## config.mk

```make
export PLATFORM = sky130hd
export DESIGN_NAME = fifo_uart_tx
export DESIGN_NICKNAME = d
export VERILOG_FILES = /design/src/rtl/fifo_uart_tx.sv
export SDC_FILE = /design/constraint.sdc
export NUM_CORES = 1
export LEC_CHECK = 0
export BUFFER_PORTS_ARGS = -buffer_cell sky130_fd_sc_hd__buf_2
export CORE_MARGIN = 8
export CORE_UTILIZATION = 45
export CTS_BUF_LIST = sky130_fd_sc_hd__clkbuf_16
export DETAILED_ROUTE_END_ITERATION = 10
export HOLD_SLACK_MARGIN = 0.03
export PLACE_DENSITY = 0.62
export SYNTH_ARGS = -nofsm -noshare
export SYNTH_HDL_FRONTEND = slang
export SYNTH_SLANG_ARGS = --single-unit
```

## constraint.sdc

```tcl
create_clock -name clk_i -period 2.2 [get_ports clk_i]
set_input_delay 0.22 -clock clk_i [delete_from_list [all_inputs] [get_ports clk_i]]
set_output_delay 0.22 -clock clk_i [all_outputs]
set_load 0.01 [all_outputs]
```

## src/rtl/fifo_uart_tx.sv

```systemverilog
// UART transmitter that drains a synchronous FIFO read port, one word per frame.
// Frames are LSB-first with start bit, optional parity and 1 or 2 stop bits, sent back-to-back.
module fifo_uart_tx #(
  parameter int unsigned DATA_WIDTH   = 8,
  parameter int unsigned CLKS_PER_BIT = 16,
  parameter int unsigned STOP_BITS    = 1,
  parameter int unsigned PARITY_EN    = 0,
  parameter int unsigned PARITY_ODD   = 0
) (
  input  logic                  clk_i,
  input  logic                  rst_ni,
  output logic                  rd_en_o,
  input  logic [DATA_WIDTH-1:0] rd_data_i,
  input  logic                  rd_valid_i,
  input  logic                  tx_enable_i,
  output logic                  tx_o,
  output logic                  busy_o,
  output logic [15:0]           frame_count_o
);

  localparam int unsigned BaudW = $clog2(CLKS_PER_BIT);
  localparam int unsigned BitW  = $clog2(DATA_WIDTH + STOP_BITS);
  localparam logic [BaudW-1:0] BaudLast = BaudW'(CLKS_PER_BIT - 1);
  localparam logic [BitW-1:0]  DataLast = BitW'(DATA_WIDTH - 1);
  localparam logic [BitW-1:0]  StopLast = BitW'(STOP_BITS - 1);
  localparam logic             OddPar   = (PARITY_ODD != 0);

  typedef enum logic [2:0] {StIdle, StStart, StData, StParity, StStop} state_e;

  state_e                  state_q, state_d;
  logic [BaudW-1:0]        baud_q, baud_d;
  logic [BitW-1:0]         bit_q, bit_d;
  logic [DATA_WIDTH-1:0]   shreg_q, shreg_d;
  logic                    par_q, par_d;
  logic                    tx_q, tx_d;
  logic                    busy_q, busy_d;
  logic [15:0]             frame_count_q, frame_count_d;
  logic                    bit_end, frame_end, pop;

  assign bit_end   = (baud_q == BaudLast);
  assign frame_end = (state_q == StStop) && bit_end && (bit_q == StopLast);
  // Gated by rst_ni so the idle state seen during reset can never request a pop.
  assign pop       = rst_ni && tx_enable_i && rd_valid_i && ((state_q == StIdle) || frame_end);
  assign rd_en_o   = pop;

  always_comb begin
    state_d       = state_q;
    baud_d        = baud_q;
    bit_d         = bit_q;
    shreg_d       = shreg_q;
    par_d         = par_q;
    frame_count_d = frame_count_q;
    if (state_q != StIdle) begin
      baud_d = bit_end ? '0 : baud_q + 1'b1;
    end
    unique case (state_q)
      StIdle: ;
      StStart: begin
        if (bit_end) begin
          state_d = StData;
          bit_d   = '0;
        end
      end
      StData: begin
        if (bit_end) begin
          shreg_d = shreg_q >> 1;
          if (bit_q == DataLast) begin
            state_d = (PARITY_EN != 0) ? StParity : StStop;
            bit_d   = '0;
          end else begin
            bit_d = bit_q + 1'b1;
          end
        end
      end
      StParity: begin
        if (bit_end) begin
          state_d = StStop;
          bit_d   = '0;
        end
      end
      StStop: begin
        if (bit_end) begin
          if (bit_q == StopLast) begin
            frame_count_d = frame_count_q + 16'd1;
            state_d       = StIdle;
            bit_d         = '0;
          end else begin
            bit_d = bit_q + 1'b1;
          end
        end
      end
      default: state_d = StIdle;
    endcase
    // A pop overrides the end-of-frame return to idle, giving a gapless next start bit.
    if (pop) begin
      state_d = StStart;
      baud_d  = '0;
      bit_d   = '0;
      shreg_d = rd_data_i;
      par_d   = (^rd_data_i) ^ OddPar;
    end
  end

  always_comb begin
    busy_d = (state_d != StIdle);
    case (state_d)
      StStart:  tx_d = 1'b0;
      StData:   tx_d = shreg_d[0];
      StParity: tx_d = par_d;
      default:  tx_d = 1'b1;
    endcase
  end

  always_ff @(posedge clk_i or negedge rst_ni) begin
    if (!rst_ni) begin
      state_q       <= StIdle;
      baud_q        <= '0;
      bit_q         <= '0;
      shreg_q       <= '0;
      par_q         <= 1'b0;
      tx_q          <= 1'b1;
      busy_q        <= 1'b0;
      frame_count_q <= '0;
    end else begin
      state_q       <= state_d;
      baud_q        <= baud_d;
      bit_q         <= bit_d;
      shreg_q       <= shreg_d;
      par_q         <= par_d;
      tx_q          <= tx_d;
      busy_q        <= busy_d;
      frame_count_q <= frame_count_d;
    end
  end

  assign tx_o          = tx_q;
  assign busy_o        = busy_q;
  assign frame_count_o = frame_count_q;

endmodule

```

Word-level counts from Yosys, hierarchy flattened

Index checks and enable logic that the tools add are counted.

Register bits: 38
Bits of input ports: 12
Output and inout port bits: 19

$add $sub $neg: 3
Eq/ne operators: 12
Multiplexer cells: 23
Reductions and logical operators: 19

Operators with widths:

| operator                                                                 | count |
|---|---|
| 4-bit two-way mux                                                        | 9 |
| 8-bit two-way mux                                                        | 3 |
| 3-bit two-way mux                                                        | 7 |
| 16-bit by 1-bit adder with 16-bit output (second input constant)         | 1 |
| 3-bit one-hot mux with 5 select lines                                    | 1 |
| 3-bit by 2-bit == test with 1-bit output (second input constant)         | 4 |
| 4-bit one-hot mux with 3 select lines                                    | 1 |
| 4-bit by 1-bit adder with 4-bit output (second input constant)           | 2 |
| 8-bit parity                                                             | 1 |
| 3-bit by 1-bit == test with 1-bit output (second input constant)         | 2 |
| 3-bit inequality test (second input constant)                            | 2 |
| 2-bit nonzero test                                                       | 3 |
| 3-bit nonzero test                                                       | 2 |
| 1-bit logical AND                                                        | 5 |
| 4-bit by 3-bit == test with 1-bit output (second input constant)         | 1 |
| 4-bit == test (second input constant)                                    | 1 |
| 4-bit zero test                                                          | 1 |
| 4-bit AND reduction                                                      | 1 |
| 4-bit nonzero test                                                       | 1 |
| 3-bit == test (second input constant)                                    | 1 |
| 3-bit zero test                                                          | 1 |
| 3-bit by 1-bit inequality test with 1-bit output (second input constant) | 1 |
| 1-bit one-hot mux with 3 select lines                                    | 1 |
| 3-bit AND reduction                                                      | 1 |
| other kinds (4)                                                          | 4 |

Longest topological paths before layout

Depth in word-level cells: 8
Gate-level depth with buffers: 10
Depth with buffers taken out: 7

Worst setup path after synthesis

Ideal clock, no wire load.

Path kind: flip-flop to flip-flop
Start point: reg bit_q[0]
End point: reg frame_count_q[6], in the netlist frame_count_o[6]
Library setup time: 0.127 ns
Arrival: 1.884 ns
Slack: 0.190 ns
Stages on the path, launching flop included: 10
Path buffers: 2
Period minus slack after synthesis: 2.010 ns
Cell sequence: dfrtp_1 -> inv_1 -> ha_1 -> or3b_1 -> buf_2 -> nor3_4 -> and3_1 -> buf_4 -> nand4_4 -> xnor2_2

Cells in the longest elaborated chain, start to end: 2

RTL lines:

| item                          | line | RTL |
|---|---|---|
| from (decl)                   | 32   | `logic [BitW-1:0] bit_q, bit_d;` |
| from (signal assigned)        | 127  | `bit_q <= bit_d;` |
| 4-bit zero test               | 83   | `if (bit_q == StopLast) begin` |
| 3-bit AND reduction (no line) | -    |  |
| to (signal assigned)          | 132  | `frame_count_q <= frame_count_d;` |
| to (decl)                     | 37   | `logic [15:0] frame_count_q, frame_count_d;` |

Every way passes these cells.
A chain may end at the register's enable or synchronous reset.

Worst setup path after layout

Start point: reg bit_q[1]
End point: out rd_en_o

Cells in the longest elaborated chain, start to end: 4

RTL lines:

| item              | line | RTL |
|---|---|---|
| 4-bit zero test   | 41   | `assign frame_end = (state_q == StStop) && bit_end && (bit_q == StopLast);` |
| 1-bit logical AND | 41   |  |
| 1-bit logical OR  | 43   | `assign pop = rst_ni && tx_enable_i && rd_valid_i && ((state_q == StIdle) \|\| frame_end);` |
| 1-bit logical AND | 43   |  |
| to (decl)         | 12   | `output logic rd_en_o,` |

Every way passes these cells.

==> summary.txt <==
Setup path
  – RR Endpoint: frame_count_o[6]
  – Critical Path Source: bit_q[1]
  – FF-to-FF Start: bit_q[1]
  – Crit end category: output pin
  – FF-to-FF setup slack: 0.16 ns
  – Crit Path Class: reg -> out
  – Critical Path AT: ~1.9 ns
  – CP startpoint kind: register
  – R2R depth: 7
  – Req. time, crit path: about 2.0 ns
  – Crit Path Max Fanout: 7

Yosys
  – Yosys warns: 0
  – EDFF count, synth: 0
  – Seq cells post-synth: 38
  – Post-Syn Instances: roughly 200
  – Synth Cell Area: 0.00201 mm^2
  – Mapped Avg Cell Area: around 9.8 um^2
  – Post-synthesis sequential area ratio: 47.4%
  – Netlist cell types: 44
  – Ys async rst share: between 90% and 100%
  – Ys flop type: dfrtp_1
  – Mapped Nets: between 200 and 250

Timing
  – Unrepaired setup endpoints after global routing: true
  – Fin. max-slew vios: 0
  – Final hold viol count: 0
  – Max Fclk: between 0.4 and 0.5 GHz
  – Setup_tns: 0 ns
  – Worst Max-Slew Pin Slew: roughly 0.5 ns
  – Clock Skew: 0.00352 ns
  – Fin crit period: approximately 2.1 ns
  – Slew HR: ~67%
  – Period utilization: between 90% and 100%
  – Final worst slack: between 0.05 and 0.06 ns
  – Setup Viol. Count Final: 0

Placed design
  – Hpwl dp: between 3 and 4 mm
  – Placed cells: 290
  – I/O Buffers: 30
  – Placed cell areas: approximately 0.0023 mm^2
  – Pre-CTS WS: around 0.07 ns
  – Final GP Congestion: around 0.8

Clocking
  – Clock Latency Late Sink: around 0.28 ns
  – Clock root cell: clkbuf_16
  – Clock slew at reported path FFs: around 0.060 ns
  – CTS tree: yes
  – Bufs on Longest Clock Path: 2
  – Setup Fix Bufs, Post-CTS: 0
  – H-tree Lvls: 2
  – Num CTS Buffers: 5
  – Sink Count: 38

Finish
  – Antenna diodes: 0
  – Final instance area: roughly 0.0024 mm^2
  – Final cell count without fillers: around 300
  – Most common cell after layout, fill and taps aside: dfrtp_1
  – Area delta synth->final: 20.7%
  – Layout cell share with drive strength beyond 1: between 20% and 30%
  – Layout Nets: ~260
  – # fillers: 403
  – Final design utilization: 56.1%
  – Commonest cells after routing, fill and taps aside: dfrtp_1 (37), nand2_1 (31), buf_2 (30), xnor2_1 (15)

Detailed routing
  – DRT Pass-1 Iters: 4
  – Drt via density: roughly 5.2
  – Starting DRT DRC Count: 63
  – Remaining DRCs: 0
  – Drt total wl: just over 4 mm
  – WL/cell: 13.9 um
  – Final ANT Viol Nets: 0
  – Vias: 1560

Flow run
  – Max-cap check violation count: 0

Floorplanning
  – Die area: roughly 0.007 mm^2
  – Die X: between 80 and 90 um
  – Initial Util: 46.5%
  – Core Rows: 24
  – Die height: 82.8 um
  – CORE AREA: around 0.0043 mm^2
  – I/O pin total: 31

Power
  – Pleak: 1.20 nW
  – Peak supply drop: 0.000342 V
  – Power Dens Cells: about 600 mW/mm^2

Outcome
  – Status: completed

Global routing
  – First-pass GRT wire length: ~7.4 mm
  – Initial antenna violation count: 0
  – Largest net degree at the start of global routing: 39
  – Vias in the first global route: 1599
  – Gr ovfl total: 0
  – Gr usage total: 12.8%

Worst hold path
  – Hold Crit Class: in -> async
[stage by stage]
stage,hold slack (ns),power (mW)
3_5_place_dp,0.350,0.766
5_1_grt,0.0802,1.50
6_report,0.0314,1.44
3_3_place_gp,0.345,0.765
4_1_cts,0.0517,1.46
2_1_floorplan,-0.0756,0.734
[sequential cells by signal, indices dropped and copies added, names as in the netlist]
| signal | flops |
|---|---|
| bit_q | 4 |
| state_q | 3 |
| tx_o | 1 |
| frame_count_o | 16 |
| shreg_q | 8 |
| baud_q | 4 |
| par_q | 1 |
| busy_o | 1 |
[synth_stat cells, types with 3 or more instances]
| library cell | n | share of area [%] |
|---|---|---|
| nand3_2 | 4 | 2.0 |
| and3_1 | 5 | 1.6 |
| nor3_1 | 3 | 0.75 |
| buf_2 | 6 | 1.5 |
| nor2_1 | 14 | 2.6 |
| ha_1 | 4 | 2.5 |
| a21oi_1 | 8 | 2.0 |
| xnor2_1 | 15 | 6.5 |
| nand2_1 | 31 | 5.8 |
| xor2_1 | 7 | 3.1 |
| o21ai_0 | 9 | 2.2 |
| nand3_1 | 14 | 3.5 |
| dfrtp_1 | 37 | 46 |
| inv_1 | 7 | 1.3 |
| nand2b_1 | 3 | 0.93 |
[what timing repair did]
item,CTS,global route
pin swaps,0,0
cloned,0,0
hold endpoints to repair,0,0
hold buffers,0,0
gates resized for setup,2,2
setup endpoints to repair,1,2
[area by class of cell]
type	instances	area (um^2)	share of cell area, %
tap	52	65.1	2.68
multi-input combinational	151	1000	41.2
clock buffer	5	125	5.16
clock inverter	3	16.3	0.671
sequential	38	952	39.3
inverter	7	26.3	1.08
timing repair buffer	42	240	9.91
[worst max-delay path by stage]
stage                       end  slack, ns  cells past startpoint
2_1_floorplan  frame_count_o[6]       0.19                      9
3_3_place_gp   frame_count_o[6]       0.12                      7
3_5_place_dp   frame_count_o[6]       0.07                      7
4_1_cts                 rd_en_o      0.004                      7
5_1_grt                 rd_en_o      -0.04                      7
6_report                rd_en_o       0.06                      7
[layer usage]
metal / vias to the layer above / share of wire, % / GRT usage (%)
met3: 6 / 4.7 / 4.00
met5: - / 0 / 0
li1: 780 / - / -
met4: 0 / 1.4 / 4.31
met1: 743 / 48 / 16.1
met2: 31 / 46 / 20.0
[power by group]
| group | switching (mW) | leakage [nW] | total [mW] | internal [mW] |
|---|---|---|---|---|
| Combinational | 0.0296 | 0.656 | 0.0523 | 0.0227 |
| Clock | 0.279 | 0.0672 | 0.692 | 0.413 |
| Sequential | 0 | 0.476 | 0.699 | 0.699 |
[cells by family after synthesis]
logic type	count (synthesis)	share of synthesized area, %
DFF	38	47.4
buffers and inverters	16	3.55
muxes	3	1.56
AOI/OAI and AO/OA	29	8.91
xor gates and xnor gates	23	10.4
and+or+nand+nor	92	25.7
adders and majority gates	4	2.49
[worst max-delay path, cell delays in order, from the launching register on]
cell     delay [ns]
dfrtp_1        0.41
inv_1          0.07
ha_1           0.12
or3b_4         0.43
o21ai_2        0.16
and2_4         0.18
buf_4          0.14
buf_2          0.13
Power figures use the tool's default switching activity.
